## src/rtl/qspi_sync_fifo_if.sv

```systemverilog
`default_nettype none
// +--------------------------------------------------------------------+
// | Module  : qspi_sync_fifo_if                                        |
// | Brief   : Handshake/status bundle for the QSPI single-clock FIFO   |
// | Revision: 1.0                                                      |
// +--------------------------------------------------------------------+
interface qspi_sync_fifo_if #(
  parameter int DATA_WIDTH = 32,
  parameter int FIFO_DEPTH = 16
);
  localparam int c_LVL_W = $clog2(FIFO_DEPTH) + 1;

  logic                  flush;
  logic                  wr_en;
  logic [DATA_WIDTH-1:0] wr_data;
  logic                  rd_en;
  logic [DATA_WIDTH-1:0] rd_data;
  logic                  rd_valid;
  logic                  full;
  logic                  empty;
  logic                  almost_full;
  logic                  almost_empty;
  logic [c_LVL_W-1:0]    level;
  logic                  overflow;
  logic                  underflow;
  logic                  err_clr;

  modport master (
    output flush, wr_en, wr_data, rd_en, err_clr,
    input  rd_data, rd_valid, full, empty, almost_full, almost_empty,
           level, overflow, underflow
  );

  modport slave (
    input  flush, wr_en, wr_data, rd_en, err_clr,
    output rd_data, rd_valid, full, empty, almost_full, almost_empty,
           level, overflow, underflow
  );
endinterface
`default_nettype wire

```

## src/rtl/qspi_sync_fifo.sv

```systemverilog
`default_nettype none
// +--------------------------------------------------------------------+
// | Module  : qspi_sync_fifo                                           |
// | Brief   : Single-clock FIFO with level, thresholds, flush, sticky  |
// |           errors. Define QSPI_FIFO_FWFT_EN for fall-through read.  |
// | Revision: 1.0                                                      |
// +--------------------------------------------------------------------+
module qspi_sync_fifo #(
  parameter int DATA_WIDTH = 32,
  parameter int FIFO_DEPTH = 16,
  parameter int AF_THRESH  = 12,
  parameter int AE_THRESH  = 4
) (
  input wire logic         clk,
  input wire logic         rst,
  qspi_sync_fifo_if.slave  bus
);
  localparam int c_PTR_W = $clog2(FIFO_DEPTH);
  localparam int c_LVL_W = c_PTR_W + 1;

  logic [DATA_WIDTH-1:0] r_mem [FIFO_DEPTH];
  logic [c_PTR_W-1:0]    r_wr_ptr;
  logic [c_PTR_W-1:0]    r_rd_ptr;
  logic [c_LVL_W-1:0]    r_level;
  logic                  r_overflow;
  logic                  r_underflow;

  logic w_full;
  logic w_empty;
  logic w_wr_acc;
  logic w_rd_acc;

  assign w_full   = (r_level == c_LVL_W'(FIFO_DEPTH));
  assign w_empty  = (r_level == '0);
  assign w_wr_acc = bus.wr_en & ~w_full  & ~bus.flush;
  assign w_rd_acc = bus.rd_en & ~w_empty & ~bus.flush;

  assign bus.full         = w_full;
  assign bus.empty        = w_empty;
  assign bus.almost_full  = (r_level >= c_LVL_W'(AF_THRESH));
  assign bus.almost_empty = (r_level <= c_LVL_W'(AE_THRESH));
  assign bus.level        = r_level;
  assign bus.overflow     = r_overflow;
  assign bus.underflow    = r_underflow;

  // Storage is deliberately left out of reset; only pointers define validity.
  always_ff @(posedge clk) begin
    if (w_wr_acc) begin
      r_mem[r_wr_ptr] <= bus.wr_data;
    end
  end

  always_ff @(posedge clk) begin
    if (rst) begin
      r_wr_ptr <= '0;
      r_rd_ptr <= '0;
      r_level  <= '0;
    end else if (bus.flush) begin
      r_wr_ptr <= '0;
      r_rd_ptr <= '0;
      r_level  <= '0;
    end else begin
      if (w_wr_acc) r_wr_ptr <= r_wr_ptr + c_PTR_W'(1);
      if (w_rd_acc) r_rd_ptr <= r_rd_ptr + c_PTR_W'(1);
      case ({w_wr_acc, w_rd_acc})
        2'b10:   r_level <= r_level + c_LVL_W'(1);
        2'b01:   r_level <= r_level - c_LVL_W'(1);
        default: r_level <= r_level;
      endcase
    end
  end

  // A set event in the same cycle as err_clr must win, so set is applied last.
  always_ff @(posedge clk) begin
    if (rst) begin
      r_overflow  <= 1'b0;
      r_underflow <= 1'b0;
    end else begin
      if (bus.err_clr) begin
        r_overflow  <= 1'b0;
        r_underflow <= 1'b0;
      end
      if (bus.wr_en & w_full & ~bus.flush)  r_overflow  <= 1'b1;
      if (bus.rd_en & w_empty & ~bus.flush) r_underflow <= 1'b1;
    end
  end

`ifdef QSPI_FIFO_FWFT_EN
  assign bus.rd_data  = r_mem[r_rd_ptr];
  assign bus.rd_valid = ~w_empty;
`else
  logic [DATA_WIDTH-1:0] r_rd_data;
  logic                  r_rd_valid;

  always_ff @(posedge clk) begin
    if (rst) begin
      r_rd_data  <= '0;
      r_rd_valid <= 1'b0;
    end else begin
      r_rd_valid <= w_rd_acc;
      if (w_rd_acc) r_rd_data <= r_mem[r_rd_ptr];
    end
  end

  assign bus.rd_data  = r_rd_data;
  assign bus.rd_valid = r_rd_valid;
`endif
endmodule
`default_nettype wire

```

## src/flat_wrapper.sv

```systemverilog
// flat-port wrapper written by rule: the top's interface ports become plain ports
module qspi_sync_fifo_flat 
#(
  parameter int DATA_WIDTH = 32,
  parameter int FIFO_DEPTH = 16,
  parameter int AF_THRESH  = 12,
  parameter int AE_THRESH  = 4
)
  (clk, rst, bus_flush, bus_wr_en, bus_wr_data, bus_rd_en, bus_err_clr, bus_rd_data, bus_rd_valid, bus_full, bus_empty, bus_almost_full, bus_almost_empty, bus_level, bus_overflow, bus_underflow);
  qspi_sync_fifo_if #(.DATA_WIDTH(DATA_WIDTH), .FIFO_DEPTH(FIFO_DEPTH)) bus_i ();
  input wire logic clk;
  input wire logic rst;
  input wire logic [$bits(bus_i.flush)-1:0] bus_flush;
  input wire logic [$bits(bus_i.wr_en)-1:0] bus_wr_en;
  input wire logic [$bits(bus_i.wr_data)-1:0] bus_wr_data;
  input wire logic [$bits(bus_i.rd_en)-1:0] bus_rd_en;
  input wire logic [$bits(bus_i.err_clr)-1:0] bus_err_clr;
  output wire logic [$bits(bus_i.rd_data)-1:0] bus_rd_data;
  output wire logic [$bits(bus_i.rd_valid)-1:0] bus_rd_valid;
  output wire logic [$bits(bus_i.full)-1:0] bus_full;
  output wire logic [$bits(bus_i.empty)-1:0] bus_empty;
  output wire logic [$bits(bus_i.almost_full)-1:0] bus_almost_full;
  output wire logic [$bits(bus_i.almost_empty)-1:0] bus_almost_empty;
  output wire logic [$bits(bus_i.level)-1:0] bus_level;
  output wire logic [$bits(bus_i.overflow)-1:0] bus_overflow;
  output wire logic [$bits(bus_i.underflow)-1:0] bus_underflow;
  assign bus_i.flush = bus_flush;
  assign bus_i.wr_en = bus_wr_en;
  assign bus_i.wr_data = bus_wr_data;
  assign bus_i.rd_en = bus_rd_en;
  assign bus_i.err_clr = bus_err_clr;
  assign bus_rd_data = bus_i.rd_data;
  assign bus_rd_valid = bus_i.rd_valid;
  assign bus_full = bus_i.full;
  assign bus_empty = bus_i.empty;
  assign bus_almost_full = bus_i.almost_full;
  assign bus_almost_empty = bus_i.almost_empty;
  assign bus_level = bus_i.level;
  assign bus_overflow = bus_i.overflow;
  assign bus_underflow = bus_i.underflow;
  qspi_sync_fifo #(.DATA_WIDTH(DATA_WIDTH), .FIFO_DEPTH(FIFO_DEPTH), .AF_THRESH(AF_THRESH), .AE_THRESH(AE_THRESH)) u_core (.clk(clk), .rst(rst), .bus(bus_i));
endmodule
```

## config.mk

```make
export PLATFORM = sky130hd
export DESIGN_NAME = qspi_sync_fifo_flat
export DESIGN_NICKNAME = d
export VERILOG_FILES = /design/src/rtl/qspi_sync_fifo_if.sv /design/src/rtl/qspi_sync_fifo.sv /design/src/flat_wrapper.sv
export SDC_FILE = /design/constraint.sdc
export NUM_CORES = 1
export LEC_CHECK = 0
export ABC_AREA = 1
export CAP_MARGIN = 0
export CORE_UTILIZATION = 45
export CTS_BUF_LIST = sky130_fd_sc_hd__clkbuf_8 sky130_fd_sc_hd__clkbuf_16
export DETAILED_ROUTE_END_ITERATION = 12
export GPL_ROUTABILITY_DRIVEN = 0
export HOLD_SLACK_MARGIN = 0.08
export PLACE_DENSITY = 0.64
export SLEW_MARGIN = 20
export SYNTH_ARGS = -nofsm -noshare
export SYNTH_HDL_FRONTEND = slang
export SYNTH_SLANG_ARGS = --single-unit
```

## constraint.sdc

```tcl
create_clock -name clk -period 2.55 [get_ports clk]
set_input_delay 0.3825 -clock clk [delete_from_list [all_inputs] [get_ports clk]]
set_output_delay 0.3825 -clock clk [all_outputs]
set_load 0.02 [all_outputs]
```

* Word level (Yosys, flattened, before mapping)
Memories as Yosys holds them, arrays and structs flattened. A register that Yosys moved wholly into a read port is not among the register bits.
Cells that the tools add are included.
** Operators by class
- $add $sub $neg :: 4
- $mul :: 0
- Div/mod/pow operators :: 0
- $lt $le $gt $ge :: 2
- Equality and inequality tests :: 3
- Shifts and indexed selects :: 0
- Mux-type cells :: 6
- Bitwise operators :: 11
- Reduce and logical (&&, ||, !) cells :: 5
** Operators with widths (count)
- 5-bit one-hot mux with 2 select lines :: 1
- 4-bit by 1-bit adder with 4-bit output (second input constant) :: 2
- 1-bit AND :: 8
- 2-bit nonzero test :: 3
- 5-bit by 1-bit adder with 5-bit output (second input constant) :: 1
- 5-bit == test (second input constant) :: 1
- 5-bit by 4-bit >= comparator with 1-bit output (second input constant) :: 1
- 5-bit by 3-bit less-or-equal comparator with 1-bit output (second input constant) :: 1
- 5-bit zero test :: 1
- 1-bit 2-to-1 mux :: 5
- 5-bit by 1-bit subtractor with 5-bit output (second input constant) :: 1
- 1-bit inverter :: 3
- 2-bit by 1-bit == test with 1-bit output (second input constant) :: 1
- 2-bit == test (second input constant) :: 1
- 2-bit OR reduction :: 1
** Storage, ports and cells
- Bits in registers :: 16
- Latch bits :: 0
- Bits in writable memories :: 512
- Memory bits (read-only) :: 0
- Input port bits :: 38
- Word-level logic and storage cells :: 38
- Memories :: 1
** Memory list
- u_core.r_mem :: depth 16, bits a word 32, rd ports 1, clocked after memory_dff 1, wr ports 1, RTL line qspi_sync_fifo.sv:21 : logic [DATA_WIDTH-1:0] r_mem [FIFO_DEPTH];

* Logic depth before layout (Yosys ltp)
- Word-level depth :: 6
- Depth in mapped cells :: 16

* Worst setup path before layout
No wires, ideal clock.
- Path type :: register -> register
- From :: register u_core.r_level[2] (netlist: u_core.bus.level[2])
- To :: memory u_core.r_mem[11][0], enable pin
- Library setup time :: 0.421 ns
- Arrival :: 2.502 ns
- Required time :: 2.129 ns
- Slack :: -0.373 ns
- Cell stages (with the launch flop) :: 7
- Buffers on the path :: 0
- Period minus slack after synthesis :: 2.923 ns
- Path through :: dfxtp_1 inv_1 nand4_1 nand2_1 inv_1 nand3_1 nor2_1
** On the way
- Word-level cells in the longest chain between the ends :: 6
** Ends and longest elaborated chain
- from (decl) :: RTL line qspi_sync_fifo.sv:24 : logic [c_LVL_W-1:0] r_level;
- from (signal assigned) :: RTL line qspi_sync_fifo.sv:66 : 2'b10: r_level <= r_level + c_LVL_W'(1);
- from (signal assigned) :: RTL line qspi_sync_fifo.sv:67 : 2'b01: r_level <= r_level - c_LVL_W'(1);
- from (signal assigned) :: RTL line qspi_sync_fifo.sv:68 : default: r_level <= r_level;
- 5-bit == test :: RTL line qspi_sync_fifo.sv:33 : assign w_full = (r_level == c_LVL_W'(FIFO_DEPTH));
- 1-bit inverter :: RTL line qspi_sync_fifo.sv:35 : assign w_wr_acc = bus.wr_en & ~w_full & ~bus.flush;
- 1-bit AND (2 in series) :: RTL line qspi_sync_fifo.sv:35
- 1-bit 2-to-1 mux :: RTL line qspi_sync_fifo.sv:48 : if (w_wr_acc) begin
- 1-bit 2-to-1 mux (implied by the code) :: RTL line qspi_sync_fifo.sv:49 : r_mem[r_wr_ptr] <= bus.wr_data;
- to (decl) :: RTL line qspi_sync_fifo.sv:21
No other way between the ends.

* Final worst setup path
- From :: register u_core.r_level[2] (netlist: u_core.bus.level[2])
- To :: output port bus_almost_full
** On the way
- Word-level cells in the longest chain between the ends :: 1
** Ends and longest elaborated chain
- 5-bit by 4-bit >= comparator with 1-bit output :: RTL line qspi_sync_fifo.sv:40 : assign bus.almost_full = (r_level >= c_LVL_W'(AF_THRESH));
- to (decl) :: RTL line flat_wrapper.sv:22 : output wire logic [$bits(bus_i.almost_full)-1:0] bus_almost_full;
No other way between the ends.

==> flow_metrics.tcl <==
set metrics [dict create \
    die_y_microns 231.1 \
    outcome "finished clean" \
    ys_types 19 \
    synth.avg_cell_area_sq_um 10.32 \
    place_hpwl_microns 33290 \
    grt_max_degree 103 \
    grt_pass1_vias 15530 \
    grt.overflow.total 0 \
    drc 0 \
    slew_violations 0 \
    ys_ff_latch 560 \
    clock_path_buffers 3 \
    yosysMostFrequentCell "nand2_1" \
    synth-edff-count 512 \
    die-area_sq_um 53390 \
    via_count 15880 \
    cts.htree.levels 2 \
    synth_ff_type "edfxtp_1" \
    synth_top_cell_area_share_pct 65.12 \
    synthCells 2288 \
    synth_commonest_cells "nand2_1, edfxtp_1, nand3_1, inv_1, nor2_1" \
    startpoint "u_core.bus.level[2]" \
    grt_usage_pct 21.89 \
    cp.required_ps 2170 \
    critPathMaxStageDelay_ps 640 \
    path_max_fanout 7 \
    cts_hold_buf 0 \
    period_minus_slack_ps 2414 \
    hold_viol 0 \
    power_density_nw_per_um2 682.2 \
    r2r_setup_slack_ps 300 \
    ys_seq_area_share_pct 69.19 \
    placement_rows 83 \
    cts_buffers 56 \
    rsz0062_at_grt "false" \
    path_class "register to output pin" \
    power.leakage_nw 11.23 \
    cts_tree "built" \
    synth_area_sq_um 23610 \
    drt-pass1-iter-count 5 \
    end_kind "output pin" \
    clk_latency_ps 610 \
    first_iter_violations 1307 \
    r2r_start "u_core.bus.level[0]" \
    cts_root_buf "clkbuf_16" \
    cts_setup_buffers 0 \
    reg2reg_depth 15 \
    via_per_inst 5.108 \
    worstPathArrival_ps 2030 \
    skew_ps 21.96 \
    hold_class "input port to register" \
    layout-drive-gt1-share_pct 7.287 \
    start_util_pct 45.74 \
    antenna_found_initial 0 \
    holdPathStages 4 \
    cp_slowest_cell "clkdlybuf4s50_1" \
    tightest_slew_ps 945.7 \
    areaGrowthSynthToFinish_pct 17.02 \
    drv_cap 0 \
    pin_count 82 \
    worstPathCellList "inv_1 > o21ai_0 > clkdlybuf4s50_1" \
    io_buffers 81 \
    cts-resized-gates 0 \
    finalSetupViolations 0 \
    async_reset_ff_share_pct 0 \
    yosys_warnings 0 \
    cp-endpoint "bus_almost_full" \
    ir_worst_vdd_v 0.0005095 \
    cts.sinks 560 \
    p_total_mw 18.85 \
    slew_headroom_pct 36.95 \
    final_cells 3109 \
    yosys.area.top_type "edfxtp_1" \
    finalWirelength_microns 57790 \
    coreArea_sq_um 51610 \
    die_x_microns 231.1 \
    synth.area.top_cells "edfxtp_1, nand2_1, nand3_1, inv_1, dfxtp_1" \
    clk_pin_slew_ps 60 \
    n_antenna_cell 0 \
    finalCritPeriodShare_pct 94.66 \
    drt-wirelength-per-cell_microns 18.59 \
    nets 2428 \
    dp_cells 3004 \
    ant_nets 0 \
    synthesis.nets 2334 \
    r2r-end "u_core.bus.level[4]" \
    n_fill_cell 4437 \
    max_clock_freq_ghz 0.4143 \
    postLayoutCoreUtil_pct 53.53 \
    grt_first_pass_wirelength_microns 89430 \
    critPathLaunchType "register" \
]
[cell type report]
class,instances,area (sq um),share of cell area [%]
clock buffer,63,1509,5.461
clock inverter,42,275.3,0.9963
inverter,319,1206,4.366
multi-input combinational,1292,5608,20.30
sequential,560,16350,59.16
tap,680,850.8,3.079
timing repair buffer,153,1834,6.639
[worst max-delay path: cells and delay by family, from the launching register on]
family                 cells  cell delay (ps)
AOI/OAI and AO/OA          1              240
buffers and inverters      2              780
DFF                        1              410
[cell families after synthesis]
| logic type | count (synthesis) | synth area share [%] |
|---|---|---|
| fa+ha+maj | 8 | 0.4240 |
| flops | 560 | 69.19 |
| buf+inv | 436 | 7.568 |
| xor+xnor | 6 | 0.2226 |
| compound gates | 55 | 1.219 |
| simple gates | 1223 | 21.38 |
[through the flow]
step	setup TNS [ps]	area [sq um]	hold WS (ps)	setup slack, ps
after global routing	0	27630	265.4	34.59
final	0	27630	240.4	136.1
after detailed placement	-0.6346	25840	466.3	-0.6346
after CTS	0	27630	229.5	113.8
after global placement	0	25840	459.6	53.32
after floorplan	-162120	23620	479.4	-373.3
[sequential cells by signal, summed over array words and instances, names as in the netlist]
register              count
u_core.r_mem            512
u_core.r_wr_ptr           4
u_core.bus.level          5
u_core.bus.underflow      1
u_core.r_rd_ptr           4
u_core.bus.rd_valid       1
u_core.bus.overflow       1
u_core.bus.rd_data       32
[report_power, final]
group          total (mW)  switching (mW)  internal [mW]
logic               0.764           0.508          0.256
registers            10.1          0.0319           10.1
clock network        7.97            3.45           4.52
[placed cells by master (no fill, tap or decap), drive strengths merged]
cell type      synthesis  final
nand4                  2      2
nand3                361    361
edfxtp               512    512
ha                     8      8
a21boi                 1      1
clkbuf                24     63
a21oi                 14     14
nand2                717    717
inv                  319    333
bufinv                 0      3
clkdlybuf4s50          0     80
buf                   93     73
xor2                   6      6
dfxtp                 48     48
nor2                 143    143
clkinvlp               0      4
o21ai                 36     36
o211ai                 4      4
clkinv                 0     21
[how the worst min path moves through the flow]
stage	start	to	slack (ps)
2_1_floorplan	u_core.r_wr_ptr[2]	u_core.r_wr_ptr[2]	480
3_3_place_gp	u_core.bus.overflow	u_core.bus.overflow	460
3_5_place_dp	u_core.bus.overflow	u_core.bus.overflow	470
4_1_cts	rst	u_core.bus.level[1]	230
5_1_grt	rst	u_core.bus.level[4]	270
6_report	rst	u_core.bus.level[1]	240
[routing by layer]
| layer | track usage (%) | up-vias | wire length, microns |
|---|---|---|---|
| met3 | 3.334 | 92 | 3517 |
| met2 | 36.59 | 517 | 28390 |
| li1 | - | 7653 | - |
| met5 | 0 | - | 0 |
| met4 | 6.685 | 0 | 1379 |
| met1 | 29.46 | 7618 | 24510 |
Note: power is estimated with default switching activity, not from simulation.
